==> src/rtl/serialize_data.sv <==
// Pixel-word serializer: one LANES*12-bit group per two cycles,
// bit-interleaved low half then high half, idle fill with underrun count.
module serialize_data #(
    parameter int          LANES     = 4,
    parameter logic [11:0] IDLE_WORD = 12'h03F,
    parameter int          CNT_W     = 16
) (
    input  logic                 sys_clk,
    input  logic                 sys_rst_n,
    input  logic [LANES*12-1:0]  in_data,
    input  logic                 in_valid,
    output logic                 in_ready,
    output logic [LANES*6-1:0]   out_data,
    output logic                 clk_out,
    output logic                 out_word_valid,
    input  logic                 clr_underrun,
    output logic [CNT_W-1:0]     underrun_count
);

    localparam int WW = LANES * 12;
    localparam int HW = LANES * 6;
    localparam logic [WW-1:0] IDLE_ALL = {LANES{IDLE_WORD}};

    function automatic logic [HW-1:0] half_of(input logic [WW-1:0] w,
                                              input logic          hi);
        logic [HW-1:0] r;
        r = '0;
        for (int b = 0; b < 6; b++) begin
            for (int k = 0; k < LANES; k++) begin
                r[LANES*b+k] = w[12*k + (hi ? 6 : 0) + b];
            end
        end
        return r;
    endfunction

    logic [WW-1:0]    hold_q, hold_d;
    logic             hold_valid_q, hold_valid_d;
    logic [WW-1:0]    sh_q, sh_d;
    logic             started_q, started_d;
    logic             phase_q, phase_d;
    logic [HW-1:0]    out_q, out_d;
    logic             owv_q, owv_d;
    logic [CNT_W-1:0] cnt_q, cnt_d;
    logic             accept;

    always_comb begin
        hold_d       = hold_q;
        hold_valid_d = hold_valid_q;
        sh_d         = sh_q;
        started_d    = started_q;
        phase_d      = phase_q;
        out_d        = out_q;
        owv_d        = owv_q;
        cnt_d        = cnt_q;

        in_ready = !hold_valid_q || phase_q;
        accept   = in_valid && in_ready;

        if (phase_q) begin
            phase_d = 1'b0;
            if (hold_valid_q) begin
                sh_d         = hold_q;
                out_d        = half_of(hold_q, 1'b0);
                owv_d        = 1'b1;
                hold_valid_d = 1'b0;
            end else begin
                sh_d  = IDLE_ALL;
                out_d = half_of(IDLE_ALL, 1'b0);
                owv_d = 1'b0;
                if (started_q && cnt_q != '1) begin
                    cnt_d = cnt_q + 1'b1;
                end
            end
        end else begin
            phase_d = 1'b1;
            out_d   = half_of(sh_q, 1'b1);
        end

        // A same-edge accept refills hold after the load emptied it.
        if (accept) begin
            hold_d       = in_data;
            hold_valid_d = 1'b1;
            started_d    = 1'b1;
        end

        if (clr_underrun) begin
            cnt_d = '0;
        end
    end

    always_ff @(posedge sys_clk or negedge sys_rst_n) begin
        if (!sys_rst_n) begin
            hold_q       <= '0;
            hold_valid_q <= 1'b0;
            sh_q         <= '0;
            started_q    <= 1'b0;
            phase_q      <= 1'b1;
            out_q        <= '0;
            owv_q        <= 1'b0;
            cnt_q        <= '0;
        end else begin
            hold_q       <= hold_d;
            hold_valid_q <= hold_valid_d;
            sh_q         <= sh_d;
            started_q    <= started_d;
            phase_q      <= phase_d;
            out_q        <= out_d;
            owv_q        <= owv_d;
            cnt_q        <= cnt_d;
        end
    end

    assign out_data       = out_q;
    assign clk_out        = phase_q;
    assign out_word_valid = owv_q;
    assign underrun_count = cnt_q;

endmodule

==> config.mk <==
export PLATFORM = sky130hd
export DESIGN_NAME = serialize_data
export DESIGN_NICKNAME = d
export VERILOG_FILES = /design/src/rtl/serialize_data.sv
export SDC_FILE = /design/constraint.sdc
export NUM_CORES = 1
export LEC_CHECK = 0
export BUFFER_PORTS_ARGS = -buffer_cell sky130_fd_sc_hd__buf_2
export CORE_ASPECT_RATIO = 0.75
export CORE_MARGIN = 2
export CORE_UTILIZATION = 35
export CTS_CLUSTER_DIAMETER = 200
export DETAILED_ROUTE_END_ITERATION = 7
export PLACE_DENSITY = 0.55
export SYNTH_ARGS = -nofsm -noshare
export SYNTH_HDL_FRONTEND = slang
export SYNTH_SLANG_ARGS = --single-unit
==> constraint.sdc <==
create_clock -name sys_clk -period 2.23 [get_ports sys_clk]
set_input_delay 0.223 -clock sys_clk [delete_from_list [all_inputs] [get_ports sys_clk]]
set_output_delay 0.223 -clock sys_clk [all_outputs]
set_load 0.05 [all_outputs]
Word-level counts from Yosys, hierarchy flattened
Index checks and enable logic that the tools add are counted.
{"block": "word_totals", "regBits": 140, "output_inout_bits": 43, "elab_cells": 30}
{"block": "op_classes", "addsub": 1, "n_eq_ne": 2, "n_mux": 11, "reduce_logical": 8}
{"operator": "$mux 16", "n": 4}
{"operator": "$mux 24", "n": 2}
{"operator": "$mux 48", "n": 1}
{"operator": "$add 16x1->16 const B", "n": 1}
{"operator": "$ne 16x16->1 const B", "n": 1}
{"operator": "$reduce_bool 2->1", "n": 3}
{"operator": "$mux 1", "n": 4}
{"operator": "$reduce_and 3->1", "n": 1}
{"operator": "$logic_and 1x1->1", "n": 2}
{"operator": "$ne 2x2->1 const B", "n": 1}
{"operator": "$logic_not 1->1", "n": 1}
{"operator": "$logic_or 1x1->1", "n": 1}

Depth between registers and ports, before layout
{"block": "depth", "word_depth": 6, "mapped_depth": 6}

Worst setup path before layout
OpenSTA, ideal clock, no wires.
{"block": "synth_timing", "path_kind": "reg-to-reg", "startpoint": "register phase_q (netlist: clk_out)", "endpoint": "register hold_q[12]", "setup_time_ns": 0.125, "arrival_ns": 2.023, "required_ns": 2.105, "path_slack_ns": 0.083, "stages_incl_launch_ff": 7, "n_path_buf": 2, "synth_period_minus_slack_ns": 2.147, "path_cell_list": "dfstp_2 > inv_2 > nand2_1 > nand2_1 > buf_2 > buf_2 > mux2_2"}
{"block": "synth_via", "elab_chain_len": 2}
{"element": "start: declaration", "line": "40", "source": "logic phase_q, phase_d;"}
{"element": "start signal: assignment", "line": "106", "source": "phase_q <= phase_d;"}
{"element": "$logic_or 1x1->1", "line": "56", "source": "in_ready = !hold_valid_q || phase_q;"}
{"element": "named net in_ready", "line": "12", "source": "output logic in_ready,"}
{"element": "$logic_and 1x1->1", "line": "57", "source": "accept = in_valid && in_ready;"}
{"element": "end signal: assignment", "line": "102", "source": "hold_q <= hold_d;"}
{"element": "end: declaration", "line": "36", "source": "logic [WW-1:0] hold_q, hold_d;"}
The timed path passes the listed nets, and every way through them passes these cells.
A chain may end at the register's enable or synchronous reset.

Worst setup path in the final report
{"block": "layout_timing", "startpoint": "register phase_q (netlist: clk_out)", "endpoint": "output port in_ready"}
{"block": "layout_via", "elab_chain_len": 1}
{"element": "$logic_or 1x1->1", "line": "56"}
{"element": "end: declaration", "line": "12"}
Every way passes these cells.

==> impl_metrics.yaml <==
cts:
  cts_made_buffers: 17
  cts_root_buffer: "clkbuf_16"
  cts_setup_buffers: 0
  ctsLongestPathBuffers: 2
  cts.clk_slew.worst_paths_ps: 60
  cts.sinks: 116
  ctsHtreeMaxLevel: 4
  cts_tree: "yes"
  clock_latency_ps: 400
power_and_ir_drop:
  power.density_nw_per_um2: 1010
  ir_drop_mv: 0.479
  p_leak_uw: 0.00282
  p_total_uw: 6050
sta:
  finalSetupViolations: 0
  hold_viol_final: 0
  tightest_slew_ps: 508
  post-route-period-util_pct: 90.3
  drv_slew: 0
  slew_headroom_pct: 65.9
  rsz0062_at_grt: "no"
  fin_crit_ps: 2010
  fin_worst_skew_ps: 8.61
  setup_ws_ps: 216
  timing.setup.tns_ps: 0
  fmax_ghz: 0.497
synthesis:
  synth_top_area_share_pct: 62.1
  synthCells: 390
  synth_ff_type: "dfrtp_1"
  yosysTopAreaCell: "dfrtp_1"
  yosys_warnings: 0
  yosys-top-cells-count: "115 x dfrtp_1, 51 x mux2_2, 32 x a21oi_1"
  synth_nets: 443
  synth_cell_type_count: 36
  synth_area_um2: 4640
  synth_seq_area_share_pct: 62.6
  synth_edf_count: 0
  yosysMostFrequentCell: "dfrtp_1"
  synthTopCellsByArea: "dfrtp_1 62%, mux2_2 12%, a21oi_1 3.5%"
  synthArstFlopShare_pct: 100
  synth_seq_cells: 116
  avgSynthCellArea_um2: 11.9
setup_path:
  critPathCaptureType: "primary output"
  r2r_start: "clk_out"
  rr_worst_depth: 6
  crit_type: "register to primary output"
  reg2reg_slack_ps: 360
  required_ps: 2010
  cp.arrival_ps: 1790
  worst-path-max-fanout: 50
  start_kind: "register"
  timing.rr.end: "hold_q[29]"
global_routing:
  grt_busiest_layer: "met2"
  grt.overflow.total: 0
  antenna_found_initial: 0
  grt_pass1_vias: 3260
  grt_use_met2_pct: 23.2
  track_usage_pct: 15.0
  grt_max_degree: 54
  use_met1_pct: 19.8
  grt_pass1_wl_um: 16500
  met3_usage_pct: 4.45
detailed_routing:
  wl_per_cell_um: 14.7
  drc_errors: 0
  drt.antenna.violating_nets: 0
  finalWirelength_um: 9960
  drtIter0Drc: 124
  routed-via-count: 3245
  viasPerCell: 4.80
  drt-pass1-iter-count: 4
run:
  maxCapViolations: 0
finish:
  final_nets: 545
  final_area_um2: 5980
  finalNonFillerCells: 676
  multi_input_area_um2: 1520
  drive_gt1_share_pct: 38.2
  final.fill_count: 1225
  seq_area_um2: 2900
  n_antenna_cell: 0
  synthToLayoutAreaGrowth_pct: 29.0
die:
  row_count: 36
  die_y_um: 104
  start_util_pct: 35.7
  core_area_um2: 13000
  dieArea_um2: 14200
  die_w_um: 137
  io_pins: 95
placement:
  placed_area_um2: 5310
  dpl_worst_slack_ps: 342
  globalplace.congestion: 0.811
  dp_hpwl_um: 6450
  portBuffers: 94
  placed_cells: 643
min_path:
  whs_endpoint: "hold_q[38]"
  hold_path_depth: 2
  hp-class: "primary input to register"
  hp-start: "in_data[38]"
status:
  status: "complete, no violations"
==> metal layers <==
metal / share of wire, % / vias to the layer above
li1: - / 1560
met1: 47 / 1610
met2: 47 / 65
met3: 5.0 / 10
met4: 0.90 / 0
met5: 0 / -
==> critical path, stage by stage (launching register included) <==
cell	delay, ps
dfstp_2	520
buf_4	390
inv_2	60
nand2_1	120
buf_2	290
==> where the power goes <==
group	internal [uW]	switching, uW	total (uW)	leakage, uW
sequential	2310	81.3	2400	0.00141
clock	2030	995	3020	0.000314
combinational	222	406	628	0.00109
==> what timing repair did <==
item | in CTS | in global routing
gates resized for setup | 0 | 0
hold endpoints to repair | 33 | 0
hold buffers | 1 | 0
==> how the worst max path moves through the flow <==
stage / startpoint / end / slack [ps] / cells after the start
floorplan: clk_out / hold_q[12] / 80 / 6
global placement: clk_out / hold_q[38] / 390 / 6
detailed placement: clk_out / hold_q[29] / 340 / 6
CTS: clk_out / in_ready / 170 / 4
global route: clk_out / in_ready / 90 / 4
finish: clk_out / in_ready / 220 / 4
==> stage by stage <==
step / hold WS (ps) / utilization (%)
2_1_floorplan: -72.6 / -
3_3_place_gp: 201 / 40.9
3_5_place_dp: 208 / 40.9
4_1_cts: 34.4 / 46.1
5_1_grt: 32.5 / 46.1
6_report: 49.2 / 46.1
==> area by class of cell <==
type,count,area share (%)
multi-input combinational,222,25.4
timing repair buffer,105,9.54
tap,171,3.58
sequential,116,48.5
inverter,30,1.88
clock inverter,14,3.76
clock buffer,18,7.34
==> placed cells by master, fill, tap and decap left out, types with 3 or more instances in the layout <==
master	instances
a21oi_1	32
and3_1	3
buf_2	93
buf_4	10
bufinv_16	5
clkbuf_16	17
clkinv_4	3
clkinvlp_4	3
dfrtp_1	115
inv_1	29
inv_6	3
mux2_2	51
nand2_1	14
nand3_1	25
nor2_1	26
nor2b_1	3
o21ai_0	27
o31ai_1	4
o41ai_1	3
or3_1	4
or4_1	5
==> flip-flops by register name (all words and copies together), names as in the netlist <==
name            cells
clk_out             1
hold_q             48
hold_valid_q        1
out_data           24
out_word_valid      1
sh_q               24
started_q           1
underrun_count     16
==> kinds of logic (layout without fill, tap and decap cells) <==
group                    Yosys count  count (layout)  share of synthesized area [%]
multiplexers                      52              52                           12.6
buffers and inverters             52             167                           4.72
AO/OA/AOI/OAI                     75              75                           9.20
adder cells (fa/ha/maj)            1               1                          0.270
flip-flops                       116             116                           62.6
AND/OR/NAND/NOR                   94              94                           10.6
(Power assumes the default switching activity.)
